===== src/rtl/bp_pkg.sv =====
// Shared types and constants for the branch-predictor table controller.
package bp_pkg;

    typedef enum logic {
        BP_INIT,
        BP_RUN
    } bp_state_e;

    // Widest table index an update entry can carry.
    localparam int BP_MAX_WIDTH = 16;

    localparam logic [1:0] BP_WEAK_TAKEN = 2'b10;

    typedef struct packed {
        logic [BP_MAX_WIDTH-1:0] index;
        logic                    outcome;
    } bp_upd_t;

endpackage


===== src/rtl/bp_update_fifo.sv =====
// Small circular FIFO buffering branch resolutions until the table port is free.
module bp_update_fifo #(
    parameter int DEPTH = 4,
    parameter int WIDTH = 8
) (
    input  logic                     clk,
    input  logic                     rst,
    input  logic                     clear_i,
    input  logic                     push_i,
    input  logic [WIDTH-1:0]         data_i,
    input  logic                     pop_i,
    output logic [WIDTH-1:0]         data_o,
    output logic                     full_o,
    output logic                     empty_o,
    output logic [$clog2(DEPTH):0]   count_o
);

    localparam int AW = $clog2(DEPTH);
    localparam int CW = AW + 1;

    logic [WIDTH-1:0] mem_q [DEPTH];
    logic [AW-1:0]    head_q, head_d;
    logic [AW-1:0]    tail_q, tail_d;
    logic [CW-1:0]    count_q, count_d;

    always_comb begin
        head_d  = head_q;
        tail_d  = tail_q;
        count_d = count_q;
        if (clear_i) begin
            head_d  = '0;
            tail_d  = '0;
            count_d = '0;
        end else begin
            if (push_i) tail_d = tail_q + AW'(1);
            if (pop_i)  head_d = head_q + AW'(1);
            if (push_i && !pop_i) count_d = count_q + CW'(1);
            if (!push_i && pop_i) count_d = count_q - CW'(1);
        end
    end

    always_ff @(posedge clk or posedge rst) begin
        if (rst) begin
            head_q  <= '0;
            tail_q  <= '0;
            count_q <= '0;
        end else begin
            head_q  <= head_d;
            tail_q  <= tail_d;
            count_q <= count_d;
        end
    end

    // Payload storage needs no reset; count gates every read.
    always_ff @(posedge clk) begin
        if (push_i && !clear_i) mem_q[tail_q] <= data_i;
    end

    assign data_o  = mem_q[head_q];
    assign full_o  = (count_q == CW'(DEPTH));
    assign empty_o = (count_q == '0);
    assign count_o = count_q;

endmodule


===== src/rtl/bp_table_controller.sv =====
// Init sweep, update queue and port arbiter for the predictor counter table.
// Optional BP_PERF_CNT_EN adds lookup/update/stall counters.
module bp_table_controller
    import bp_pkg::*;
#(
    parameter int BPRED_WIDTH = 9,
    parameter int QUEUE_DEPTH = 4
) (
    input  logic                   clk,
    input  logic                   i_Reset,
    input  logic                   i_Flush,
    input  logic                   i_Lookup_Valid,
    input  logic [BPRED_WIDTH-1:0] i_Lookup_Index,
    output logic                   o_Lookup_Ready,
    output logic                   o_Pred_Valid,
    output logic                   o_Pred,
    output logic [BPRED_WIDTH-1:0] o_Pred_Index,
    input  logic                   i_Update_Valid,
    input  logic [BPRED_WIDTH-1:0] i_Update_Index,
    input  logic                   i_Update_Outcome,
    output logic                   o_Update_Ready,
    output logic                   o_Busy,
    output logic [BPRED_WIDTH-1:0] o_Table_Index,
    output logic                   o_Table_Enable,
    output logic                   o_Table_Outcome,
    output logic                   o_Table_Init,
`ifdef BP_PERF_CNT_EN
    output logic [31:0]            o_Cnt_Lookups,
    output logic [31:0]            o_Cnt_Updates,
    output logic [31:0]            o_Cnt_Lookup_Stalls,
`endif
    input  logic                   i_Table_Prediction
);

    localparam int CW = $clog2(QUEUE_DEPTH) + 1;
    localparam logic [BPRED_WIDTH-1:0] LAST_IDX = '1;

    bp_state_e              state_q, state_d;
    logic [BPRED_WIDTH-1:0] ptr_q, ptr_d;
    logic                   pred_valid_q, pred_q;
    logic [BPRED_WIDTH-1:0] pred_idx_q;

    logic    ready, lk_grant, push, pop, q_clear;
    logic    q_full, q_empty;
    logic [CW-1:0] q_count;
    bp_upd_t q_wdata, q_head;

    always_comb begin
        q_wdata         = '0;
        q_wdata.index[BPRED_WIDTH-1:0] = i_Update_Index;
        q_wdata.outcome = i_Update_Outcome;
    end

    bp_update_fifo #(
        .DEPTH (QUEUE_DEPTH),
        .WIDTH ($bits(bp_upd_t))
    ) u_fifo (
        .clk     (clk),
        .rst     (i_Reset),
        .clear_i (q_clear),
        .push_i  (push),
        .data_i  (q_wdata),
        .pop_i   (pop),
        .data_o  (q_head),
        .full_o  (q_full),
        .empty_o (q_empty),
        .count_o (q_count)
    );

    always_comb begin
        state_d         = state_q;
        ptr_d           = ptr_q;
        o_Busy          = 1'b0;
        o_Table_Init    = 1'b0;
        o_Table_Index   = i_Lookup_Index;
        o_Table_Enable  = 1'b0;
        o_Table_Outcome = 1'b0;
        ready           = 1'b0;
        lk_grant        = 1'b0;
        pop             = 1'b0;
        q_clear         = 1'b0;
        unique case (state_q)
            BP_INIT: begin
                o_Busy        = 1'b1;
                o_Table_Init  = 1'b1;
                o_Table_Index = ptr_q;
                if (i_Flush) begin
                    ptr_d = '0;
                end else if (ptr_q == LAST_IDX) begin
                    ptr_d   = '0;
                    state_d = BP_RUN;
                end else begin
                    ptr_d = ptr_q + BPRED_WIDTH'(1);
                end
            end
            BP_RUN: begin
                ready    = !q_full && !i_Flush;
                lk_grant = i_Lookup_Valid && ready;
                // Flush wins over both lookup and pending update.
                if (i_Flush) begin
                    state_d = BP_INIT;
                    ptr_d   = '0;
                    q_clear = 1'b1;
                end else if (!lk_grant && !q_empty) begin
                    o_Table_Enable  = 1'b1;
                    o_Table_Index   = q_head.index[BPRED_WIDTH-1:0];
                    o_Table_Outcome = q_head.outcome;
                    pop             = 1'b1;
                end
            end
            default: ;
        endcase
    end

    assign o_Lookup_Ready = ready;
    assign o_Update_Ready = ready;
    assign push           = i_Update_Valid && ready;

    always_ff @(posedge clk or posedge i_Reset) begin
        if (i_Reset) begin
            state_q      <= BP_INIT;
            ptr_q        <= '0;
            pred_valid_q <= 1'b0;
            pred_q       <= 1'b0;
            pred_idx_q   <= '0;
        end else begin
            state_q      <= state_d;
            ptr_q        <= ptr_d;
            pred_valid_q <= lk_grant;
            if (lk_grant) begin
                pred_q     <= i_Table_Prediction;
                pred_idx_q <= i_Lookup_Index;
            end
        end
    end

    assign o_Pred_Valid = pred_valid_q;
    assign o_Pred       = pred_q;
    assign o_Pred_Index = pred_idx_q;

`ifdef BP_PERF_CNT_EN
    logic [31:0] cnt_lk_q, cnt_up_q, cnt_st_q;
    logic        stall;

    assign stall = (state_q == BP_RUN) && i_Lookup_Valid && !ready;

    always_ff @(posedge clk or posedge i_Reset) begin
        if (i_Reset) begin
            cnt_lk_q <= '0;
            cnt_up_q <= '0;
            cnt_st_q <= '0;
        end else begin
            if (lk_grant) cnt_lk_q <= cnt_lk_q + 32'd1;
            if (pop)      cnt_up_q <= cnt_up_q + 32'd1;
            if (stall)    cnt_st_q <= cnt_st_q + 32'd1;
        end
    end

    assign o_Cnt_Lookups       = cnt_lk_q;
    assign o_Cnt_Updates       = cnt_up_q;
    assign o_Cnt_Lookup_Stalls = cnt_st_q;
`endif

endmodule

===== config.mk =====
export PLATFORM = sky130hd
export DESIGN_NAME = bp_table_controller
export DESIGN_NICKNAME = d
export VERILOG_FILES = /design/src/rtl/bp_pkg.sv /design/src/rtl/bp_update_fifo.sv /design/src/rtl/bp_table_controller.sv
export SDC_FILE = /design/constraint.sdc
export NUM_CORES = 1
export LEC_CHECK = 0
export CAP_MARGIN = 5
export CORE_UTILIZATION = 45
export CTS_CLUSTER_SIZE = 10
export DETAILED_ROUTE_END_ITERATION = 12
export PLACE_DENSITY = 0.67
export SETUP_SLACK_MARGIN = 0.5
export SLEW_MARGIN = 20
export SYNTH_ARGS = -nofsm -noshare
export SYNTH_HDL_FRONTEND = slang
export SYNTH_HIERARCHICAL = 1
export SYNTH_SLANG_ARGS = --single-unit

===== constraint.sdc =====
create_clock -name clk -period 4.2 [get_ports clk]
set_input_delay 0.84 -clock clk [delete_from_list [all_inputs] [get_ports clk]]
set_output_delay 0.84 -clock clk [all_outputs]
set_load 0.02 [all_outputs]

==> reports/results.ini <==
[logic_synthesis]
syn_avg_cell_area_um2 = 13.50
syn-num-nets = 263
synthCells = 231
yosys_warnings = 6
syn_area_mm2 = 0.003118

[run]
cap_violations = 0

[timing]
finalCritPeriodShare = 0.8526
clock_skew_ps = 5.288
slew_headroom = 0.4450
tightest_slew_ps = 831.6
rsz0062_at_grt = false
max_freq_ghz = 0.2793
fin_setup_tns_ps = 0
whs_ps = 506.9
finalSetupViolCount = 0
hold_viol_final = 0
post-route-min-period_ps = 3581
slew_viol_final = 0

[setup_path]
path_cells = clkdlybuf4s50_1 > or2_2 > nor3_1 > and2_1 > clkdlybuf4s50_1
cp_max_fo = 10
slowest_delay_ps = 590
cp-startpoint = i_Flush
critPathKind = input port to output port
r2r_start = u_fifo/count_o[0]$_DFFE_PP0P_
cp.buffers_inverters = 2
worst_path_max_delay_cell = clkdlybuf4s50_1
critPathArrivalTime_ps = 2740
path_delay_family = buffers and inverters
critPathCaptureType = output port
critPathMostFrequentCell = clkdlybuf4s50_1
startpoint_type = input port
cp_data_required_time_ps = 3360

[floorplan]
chipHeight_um = 85.24
num_rows = 29
ioPinCount = 51
core_area_mm2 = 0.006531
die_area_mm2 = 0.007266
start_util = 0.4774
die_w_um = 85.24

[layout]
finalInstanceArea_mm2 = 0.003837
drive_gt1_frac = 0.1324
num_antenna_cells = 0
nNetsFinal = 314
layout_commonest_cell = clkdlybuf4s50_1
mostFrequentLayoutCells = clkdlybuf4s50_1, edfxtp_1, dfrtp_1, nor2_1, o21ai_0
area_growth_pct = 23.07
final_util = 0.5875

[cts]
clkTransAtPathRegs_ps = 80
cts_resized = 0
h-tree-depth = 3
clkLatencyLatePin_ps = 340
cts_tree = built
cts_max_path_buffers = 2
root_buffer = clkbuf_8
cts_num_sinks = 68
hold_buffers = 0
cts_setup_buffers = 0
cts_inserted_buffers = 9

[placed_design]
numPortBuffers = 50
dp_hpwl_mm = 4.208
gp_congestion = 0.8015
placed_cell_area_mm2 = 0.003661

[route]
ant_nets = 0
drt_iter0_drc = 125
drc = 0
dr_total_vias = 2007
dr.pass1.iters = 4
avgRoutedWirePerCell_um = 16.38
drt-vias-per-instance = 5.514
routed_wl_mm = 5.961

[min_path]
min_path_type = flop to flop
hp-start = o_Pred_Index[0]$_DFFE_PP0P_

[global_routing]
grt_max_degree = 35
grt_pass1_wl_mm = 9.929
antenna_found_initial = 0
first_global_vias = 1949
grt-ovfl-total = 0
track_usage = 0.1857

[power]
power_density_mw_per_mm2 = 356.5
ir_worst_vdd_mv = 0.2438
p_leak_nw = 1.423

[status]
outcome = complete, no violations

power by group:
part / total [mW] / internal (mW) / switching [mW]
clock: 0.481 / 0.229 / 0.252
combinational: 0.140 / 0.0760 / 0.0644
sequential: 0.746 / 0.723 / 0.0237
worst paths after layout:
kind,end,slack (ps),depth (start not counted)
max,o_Table_Outcome,620,5
min,o_Pred_Index[0]$_DFFE_PP0P_,510,1
max reg2reg,u_fifo/count_o[1]$_DFFE_PP0P_,1720,9
min reg2reg,o_Pred_Index[0]$_DFFE_PP0P_,510,1
max in group asynchronous,o_Pred_Index[8]$_DFFE_PP0P_,2690,2
min in group asynchronous,u_fifo/count_o[1]$_DFFE_PP0P_,760,2
flip-flops by register name, summed over array words and instances, names as in the netlist:
register and flops:
u_fifo/count_o 3, o_Pred_Index 9, o_Pred_Valid 1, ptr_q 9, state_q 1, u_fifo/mem_q 40
o_Pred 1, u_fifo/tail_q 2, u_fifo/head_q 2
stage by stage:
stage / std cells / worst slack (ps) / power [mW]
floorplan: 231 / 927.7 / 0.8445
global placement: 348 / 641.5 / 0.8995
detailed placement: 348 / 584.2 / 0.9014
CTS: 364 / 584.1 / 1.385
global route: 364 / 520.4 / 1.430
finish: 364 / 619.2 / 1.368
cell type report:
cell class | instances | area, µm²
Sequential cell | 68 | 1902
Inverter | 7 | 26.28
Tap cell | 77 | 96.34
Fill cell | 525 | 2694
Timing Repair Buffer | 56 | 545.5
Clock inverter | 6 | 38.79
Multi-Input combinational cell | 140 | 1091
Clock buffer | 10 | 137.6
layer usage:
| metal | share of wire | wire (µm) | vias up | GRT usage |
|---|---|---|---|---|
| li1 | - | - | 960 | - |
| met1 | 0.43 | 2581 | 979 | 0.2425 |
| met2 | 0.50 | 2982 | 56 | 0.2962 |
| met3 | 0.044 | 260 | 12 | 0.04086 |
| met4 | 0.023 | 137 | 0 | 0.08937 |
| met5 | 0 | 0 | - | 0 |
(Power assumes the default switching activity.)
